**src/rtl/x7seg_scan_if.sv**
```systemverilog
// -----------------------------------------------------------------------------
// x7seg_scan_if
//   Bundle between a datapath/register block and the multiplexed 7-segment
//   scanner.
//   master : the data source. Drives the display contents and brightness.
//   slave  : the scanner. Drives the board anode/segment pins and the frame
//            pulse.
// Signals
//   x      [4*NDIG]  hex nibbles, x[4i+3:4i] = digit i (NDIG-1 is most sig.)
//   dp_in  [NDIG]    decimal point request per digit
//   blank  [NDIG]    1 = force digit i dark
//   lz_en            1 = suppress leading zeros
//   bright [4]       PWM duty 0..15 (not frame-shadowed)
//   a_to_g [7]       segments, [6]=a .. [0]=g
//   dp               decimal point segment
//   an     [NDIG]    digit enables
//   frame            1-cycle pulse when a new shadow set is loaded
// -----------------------------------------------------------------------------
interface x7seg_scan_if #(
  parameter int NDIG = 4
);
  logic [4*NDIG-1:0] x;
  logic [NDIG-1:0]   dp_in;
  logic [NDIG-1:0]   blank;
  logic              lz_en;
  logic [3:0]        bright;
  logic [6:0]        a_to_g;
  logic              dp;
  logic [NDIG-1:0]   an;
  logic              frame;

  modport master (
    output x, dp_in, blank, lz_en, bright,
    input  a_to_g, dp, an, frame
  );

  modport slave (
    input  x, dp_in, blank, lz_en, bright,
    output a_to_g, dp, an, frame
  );
endinterface

```
**src/rtl/x7seg_scan.sv**
```systemverilog
// -----------------------------------------------------------------------------
// x7seg_scan
//   Multiplexed hex 7-segment driver for NDIG digits. One digit is scanned per
//   refresh slot of 2**DIV_BITS clocks; its nibble is decoded to a_to_g.
//   Supports per-digit decimal points, per-digit blanking, leading-zero
//   suppression and 16-step PWM brightness. Display contents are shadowed once
//   per frame so a frame never mixes old and new data.
// Parameters
//   NDIG      number of digits (2..16)
//   DIV_BITS  refresh prescaler width (>=4)
//   AN_LOW    1: anodes active-low, 0: active-high
//   SEG_LOW   1: segments/dp active-low, 0: active-high
// Ports
//   clk   system clock
//   clr   asynchronous reset, active-low
//   bus   x7seg_scan_if slave modport (inputs x/dp_in/blank/lz_en/bright,
//         outputs a_to_g/dp/an/frame)
// -----------------------------------------------------------------------------
module x7seg_scan #(
  parameter int NDIG     = 4,
  parameter int DIV_BITS = 18,
  parameter bit AN_LOW   = 1'b1,
  parameter bit SEG_LOW  = 1'b1
) (
  input  logic         clk,
  input  logic         clr,
  x7seg_scan_if.slave  bus
);

  localparam int              IDX_W    = $clog2(NDIG);
  localparam logic [IDX_W-1:0] LAST_IDX = IDX_W'(NDIG - 1);

  // Inactive levels of the pins, used on reset and whenever nothing is lit.
  localparam logic [NDIG-1:0] AN_OFF  = {NDIG{AN_LOW}};
  localparam logic [6:0]      SEG_OFF = {7{SEG_LOW}};
  localparam logic            DP_OFF  = SEG_LOW;

  // Active-high abcdefg pattern for one hex nibble.
  function automatic logic [6:0] seg_decode(input logic [3:0] nib);
    logic [6:0] seg;
    case (nib)
      4'h0:    seg = 7'h7E;
      4'h1:    seg = 7'h30;
      4'h2:    seg = 7'h6D;
      4'h3:    seg = 7'h79;
      4'h4:    seg = 7'h33;
      4'h5:    seg = 7'h5B;
      4'h6:    seg = 7'h5F;
      4'h7:    seg = 7'h70;
      4'h8:    seg = 7'h7F;
      4'h9:    seg = 7'h7B;
      4'hA:    seg = 7'h77;
      4'hB:    seg = 7'h1F;
      4'hC:    seg = 7'h4E;
      4'hD:    seg = 7'h3D;
      4'hE:    seg = 7'h4F;
      default: seg = 7'h47;
    endcase
    return seg;
  endfunction

  // Scan state
  logic [DIV_BITS-1:0] r_pre;
  logic [IDX_W-1:0]    r_idx;
  logic                r_load_pend;

  // Frame shadow of the display contents
  logic [4*NDIG-1:0]   r_x;
  logic [NDIG-1:0]     r_dp;
  logic [NDIG-1:0]     r_blank;
  logic                r_lz;

  // Registered pin drivers
  logic [NDIG-1:0]     r_an;
  logic [6:0]          r_a_to_g;
  logic                r_dp_out;
  logic                r_frame;

  logic                w_tick;
  logic                w_load;
  logic [3:0]          w_phase;
  logic                w_on;
  logic [NDIG-1:0]     w_dark;
  logic [NDIG-1:0]     w_onehot;
  logic [3:0]          w_nib;
  logic                w_sel_dark;
  logic                w_sel_dp;
  logic                w_lit;

  assign w_tick  = &r_pre;
  // load_pend forces a reload on the first clock after reset so the display
  // never runs a whole frame on the reset-cleared shadow.
  assign w_load  = (w_tick && (r_idx == LAST_IDX)) || r_load_pend;

  // PWM: the top four prescaler bits sweep 0..15 once per slot; bright==15
  // keeps the digit lit across the whole slot including phase 15.
  assign w_phase = r_pre[DIV_BITS-1 -: 4];
  assign w_on    = (bus.bright == 4'hF) || (w_phase < bus.bright);

  // Digit i is dark when blanked, or when leading-zero suppression is on and
  // it and every more significant nibble are zero. Digit 0 always shows.
  always_comb begin
    logic run_zero;
    // NOTE: every always_comb output gets a default before any conditional
    // assignment, otherwise a missed path infers a latch.
    w_dark   = '0;
    run_zero = 1'b1;
    for (int i = NDIG - 1; i >= 0; i--) begin
      run_zero  = run_zero & (r_x[4*i +: 4] == 4'h0);
      w_dark[i] = r_blank[i] | (r_lz & run_zero & (i != 0));
    end
  end

  // Select the attributes of the digit currently being scanned.
  always_comb begin
    w_onehot   = '0;
    w_nib      = 4'h0;
    w_sel_dark = 1'b1;
    w_sel_dp   = 1'b0;
    for (int i = 0; i < NDIG; i++) begin
      if (r_idx == IDX_W'(i)) begin
        w_onehot[i] = 1'b1;
        w_nib       = r_x[4*i +: 4];
        w_sel_dark  = w_dark[i];
        w_sel_dp    = r_dp[i];
      end
    end
  end

  assign w_lit = w_on & ~w_sel_dark;

  always_ff @(posedge clk or negedge clr) begin
    if (!clr) begin
      r_pre       <= '0;
      r_idx       <= '0;
      r_load_pend <= 1'b1;
      // NOTE: the shadow is reset, not left undefined, so the one output
      // cycle computed before the first reload shows a known value.
      r_x         <= '0;
      r_dp        <= '0;
      r_blank     <= '0;
      r_lz        <= 1'b0;
      r_an        <= AN_OFF;
      r_a_to_g    <= SEG_OFF;
      r_dp_out    <= DP_OFF;
      r_frame     <= 1'b0;
    end else begin
      // NOTE: sequential state uses non-blocking assignments so every
      // register here samples the pre-edge values of the others.
      r_pre <= r_pre + DIV_BITS'(1);

      if (w_tick) begin
        r_idx <= (r_idx == LAST_IDX) ? '0 : r_idx + IDX_W'(1);
      end

      if (w_load) begin
        r_x         <= bus.x;
        r_dp        <= bus.dp_in;
        r_blank     <= bus.blank;
        r_lz        <= bus.lz_en;
        r_load_pend <= 1'b0;
      end
      r_frame <= w_load;

      // Pins reflect the idx/pre state of the previous cycle.
      r_an     <= w_lit ? (w_onehot ^ AN_OFF) : AN_OFF;
      r_a_to_g <= (w_lit ? seg_decode(w_nib) : 7'h00) ^ SEG_OFF;
      r_dp_out <= (w_lit & w_sel_dp) ^ DP_OFF;
    end
  end

  assign bus.an     = r_an;
  assign bus.a_to_g = r_a_to_g;
  assign bus.dp     = r_dp_out;
  assign bus.frame  = r_frame;

endmodule
```
**src/flat_wrapper.sv**
```systemverilog
// flat-port wrapper written by rule: the top's interface ports become plain ports
module x7seg_scan_flat 
#(
  parameter int NDIG     = 4,
  parameter int DIV_BITS = 18,
  parameter bit AN_LOW   = 1'b1,
  parameter bit SEG_LOW  = 1'b1
)
  (clk, clr, bus_x, bus_dp_in, bus_blank, bus_lz_en, bus_bright, bus_a_to_g, bus_dp, bus_an, bus_frame);
  x7seg_scan_if #(.NDIG(NDIG)) bus_i ();
  input  logic clk;
  input  logic clr;
  input wire logic [$bits(bus_i.x)-1:0] bus_x;
  input wire logic [$bits(bus_i.dp_in)-1:0] bus_dp_in;
  input wire logic [$bits(bus_i.blank)-1:0] bus_blank;
  input wire logic [$bits(bus_i.lz_en)-1:0] bus_lz_en;
  input wire logic [$bits(bus_i.bright)-1:0] bus_bright;
  output wire logic [$bits(bus_i.a_to_g)-1:0] bus_a_to_g;
  output wire logic [$bits(bus_i.dp)-1:0] bus_dp;
  output wire logic [$bits(bus_i.an)-1:0] bus_an;
  output wire logic [$bits(bus_i.frame)-1:0] bus_frame;
  assign bus_i.x = bus_x;
  assign bus_i.dp_in = bus_dp_in;
  assign bus_i.blank = bus_blank;
  assign bus_i.lz_en = bus_lz_en;
  assign bus_i.bright = bus_bright;
  assign bus_a_to_g = bus_i.a_to_g;
  assign bus_dp = bus_i.dp;
  assign bus_an = bus_i.an;
  assign bus_frame = bus_i.frame;
  x7seg_scan #(.NDIG(NDIG), .DIV_BITS(DIV_BITS), .AN_LOW(AN_LOW), .SEG_LOW(SEG_LOW)) u_core (.clk(clk), .clr(clr), .bus(bus_i));
endmodule
```
**config.mk**
```make
export PLATFORM = sky130hd
export DESIGN_NAME = x7seg_scan_flat
export DESIGN_NICKNAME = d
export VERILOG_FILES = /design/src/rtl/x7seg_scan_if.sv /design/src/rtl/x7seg_scan.sv /design/src/flat_wrapper.sv
export SDC_FILE = /design/constraint.sdc
export NUM_CORES = 1
export LEC_CHECK = 0
export BUFFER_PORTS_ARGS = -buffer_cell sky130_fd_sc_hd__buf_2
export CAP_MARGIN = 20
export CORE_MARGIN = 2
export CORE_UTILIZATION = 45
export CTS_CLUSTER_DIAMETER = 120
export DETAILED_ROUTE_END_ITERATION = 7
export PLACE_DENSITY_LB_ADDON = 0.1
export SLEW_MARGIN = 20
export SYNTH_ARGS = -nofsm -noshare
export SYNTH_HDL_FRONTEND = slang
export SYNTH_SLANG_ARGS = --single-unit
export TNS_END_PERCENT = 100
```
**constraint.sdc**
```tcl
create_clock -name clk -period 2.85 [get_ports clk]
set_clock_uncertainty 0.2 [all_clocks]
set_input_delay 0.57 -clock clk [delete_from_list [all_inputs] [get_ports clk]]
set_output_delay 0.57 -clock clk [all_outputs]
set_load 0.05 [all_outputs]
```
==> results.md <==
* Die footprint at ~7300 µm²
* Setup CP Type: reg -> reg
* Die Span X at roughly 85 µm
* Initial drt markers at 69
* Max incr delay on CP at 0.42 ns
* Initial antenna violation count at 0
* Async S/R FF share, synth at 100%
* Maximum net fanout on the critical path at 13
* Row Count at 29
* # H-tree levels at 3
* Setup ws final at 0.307 ns
* DRC at 0
* CTS tree: done
* Core ar. at between 6000 and 7000 µm²
* Cells after synthesis at ~240
* Number of setup buffers added after CTS at 0
* RSZ-0062 raised after global routing: no
* Clock slew at the register clock pins of the worst setup and hold paths at 0.07 ns
* CTS Root Cell: clkbuf_8
* Clk network pwr share at around 42%
* Synth cell types at 48
* Outcome: finished, final reports clean
* Worst-margin pin slew at ~0.75 ns
* GRT Total Usage at between 15 and 20%
* Die Y at 85.2 µm
* First-pass GRT wire length at 9340 µm
* Max-slew violations at 0
* 1st-pass router iterations at 4
* PwrDens at about 610 nW/µm²
* Post-layout minimum cycle time at roughly 2.5 ns
* Seq/Total Area, Yosys at 50.3%
* Area of the multi-input gates at between 1000 and 1500 µm²
* Ports at 44
* GRT overflow at 0
* Slowest stage cell on the critical path: dfrtp_1
* Vias per cell at roughly 5.2
* Final Cycle Share at roughly nine tenths
* CP Cell Sequence: inv_1 -> ha_1 -> nor3b_1 -> a211o_1 -> inv_1 -> ha_1 -> o311ai_0
* Slew HR at around 50%
* Main synth FF type: dfrtp_1
* Post-synthesis cell area at 2970 µm²
* Internal power at ~1.6 mW
* PostCTS Resize Cnt at 0
* Routed Antenna Nets at 0
* Port Buffer Count at between 40 and 50
* Post-synthesis average cell area at roughly 12 µm²
* Area grow syn2layout at 18.6%
* Critical Path RT at between 2 and 3 ns
* Dominant cells by area after synthesis: dfrtp_1 39%, dfstp_2 12%, mux2_4 9.6%, ha_1 5.9%, mux2_2 3.4%
* Placed Instance Area at ~3300 µm²
* CP Data Arrival Time at 2.55 ns
* Design area at approximately 3500 µm²
* Vias in the first global route at between 1500 and 2000
* Final WL at between 5000 and 6000 µm
* Setup violators final at 0
* EDFF count, synth at 0
* # diodes at 0
* Largest net degree at the start of global routing at 60
* F_max at between 300 and 400 MHz
* Number of CTS-inserted buffers at 9
* Max Cap Violations at 0
* Comb power frac at 13.9%
* Number of fill cells in the layout at between 500 and 600
* DR vias at a little under 2000
* Worst slack at placement at just under 0.3 ns
* CP endpoint kind: flop
* Sw Ratio at approximately a quarter
* Total negative slack at 0 ns
* Worst VDD drop at 0.488 mV
* HP Class: in -> async
* Startpoint Class: flop
* Cts hold-fix bufs at 0
* Mapped Nets at 288
* Drt wl/cell at 14.8 µm
* Seq pwr share at about 44%
* Storage cell area at 1490 µm²
* CP top delay family: adder cells
* Ys Warns at 0
* Initial Utilization at approximately 47%
* Leak pwr at 1.67 nW
* Fin nets at between 300 and 400
* Final hold vios at 0
* Synthesized flop and latch total at 59
* Worst path buffer plus inverter count at 2
* Clk_lat worst skew at between 0.3 and 0.4 ns
* Top cell type's share of synthesized area at about two fifths
* Share of post-route cells with drive strength above 1 at between 30% and 40%
* Clock sink count at slightly below 60
* Switch Pwr at between 0.5 and 0.6 mW
* Hpwl dp at ~4000 µm
* GPL Wtd Cong at just over 0.8
* Buffer depth of the longest clock path at 2
* Area leader, netlist: dfrtp_1
cell usage after synthesis (2+ instances only):
library cell,n
dfrtp_1,46
mux2_4,19
nand2_1,16
ha_1,14
dfstp_2,13
inv_1,11
xnor2_1,11
nand3_1,10
nor2_1,10
mux2_2,9
a211o_1,6
nand3b_1,5
xor2_1,5
a211oi_1,4
a21oi_1,4
clkbuf_1,4
nand2b_1,4
nor2b_1,4
nor3b_1,4
o21ai_0,4
and3_1,3
mux2i_1,3
nand4_1,3
nor3_1,3
buf_2,2
buf_6,2
o211ai_1,2
or4_1,2
cells in the final DEF, fill, tap and decap left out, types with 6 or more instances in the layout:
cell and instances:
nand2_1 16, dfstp_2 13, clkbuf_8 9, nor2_1 10
xnor2_1 11, inv_1 11, nand3_1 10, mux2_4 19
a211o_1 6, buf_4 7, ha_1 14, dfrtp_1 46
buf_2 43, mux2_2 9
path summary, 6_finish.rpt:
| check | from | to | slack [ns] | cells after the start |
|---|---|---|---|---|
| worst max register to register | u_core.r_idx[0] | u_core.bus.a_to_g[4] | 0.31 | 7 |
| worst min-delay path | clr | u_core.r_pre[16] | 0.17 | 2 |
| worst min register to register | u_core.r_pre[10] | u_core.r_pre[10] | 0.27 | 1 |
| max in group asynchronous | clr | u_core.r_x[11] | 1.76 | 2 |
| worst max-delay path | u_core.r_idx[0] | u_core.bus.a_to_g[4] | 0.31 | 7 |
| min in group clk | bus_x[3] | u_core.r_x[3] | 0.26 | 2 |
sequential cells by signal (all words and copies together), names as in the netlist:
name,flops
u_core.r_lz,1
u_core.r_x,16
u_core.bus.an,4
u_core.r_dp,4
u_core.bus.a_to_g,7
u_core.r_idx,2
u_core.bus.frame,1
u_core.r_blank,4
u_core.bus.dp,1
u_core.r_pre,18
u_core.r_load_pend,1
kinds of logic after synthesis:
family                   synth area share, %
flip-flops                              50.3
XOR/XNOR                                4.73
other                                  0.126
AND/OR/NAND/NOR                         13.7
multiplexers                            14.1
AO/OA/AOI/OAI                           8.02
buffers and inverters                   3.12
adder cells (fa/ha/maj)                 5.91
final cells by class:
type | count | share of cell area, %
flip-flops and latches | 59 | 42.5
inverters | 12 | 1.28
clock buffers | 11 | 3.74
clock inverters | 5 | 2.92
repair buffers | 50 | 7.62
multi-input cells | 164 | 39.3
well taps | 77 | 2.74
per-layer routing:
metal	part of all wire [%]	up-vias	GRT usage [%]
met5	0	-	0
met4	1.2	0	5.19
met1	50	940	23.3
met2	43	42	24.5
met3	5.9	8	6.42
li1	-	961	-
metrics by stage:
step | hold slack (ns) | utilization [%] | std cells | power [mW]
after floorplan | 0.0744 | - | 243 | 1.16
after global placement | 0.261 | 51.7 | 362 | 1.26
after detailed placement | 0.259 | 51.7 | 362 | 1.26
after CTS | 0.199 | 55.4 | 378 | 2.17
after global routing | 0.230 | 55.4 | 378 | 2.24
final | 0.173 | 55.4 | 378 | 2.15
worst register-to-register path: cells and delay by family, from the launching register on:
family | cells | cell delay, ns
AND/OR/NAND/NOR | 1 | 0.23
AO/OA/AOI/OAI | 2 | 0.67
flip-flops | 1 | 0.42
buffers and inverters | 2 | 0.21
adder cells (fa/ha/maj) | 2 | 0.68
power groups by stage:
stage / Clock, mW / Combinational, mW / Sequential (mW)
final: 0.907 / 0.298 / 0.940
after global routing: 0.972 / 0.327 / 0.946
after CTS: 0.930 / 0.303 / 0.940
after detailed placement: 0 / 0.302 / 0.954
after global placement: 0 / 0.301 / 0.955
after floorplan: 0 / 0.148 / 1.02
Power figures use the tool's default switching activity.
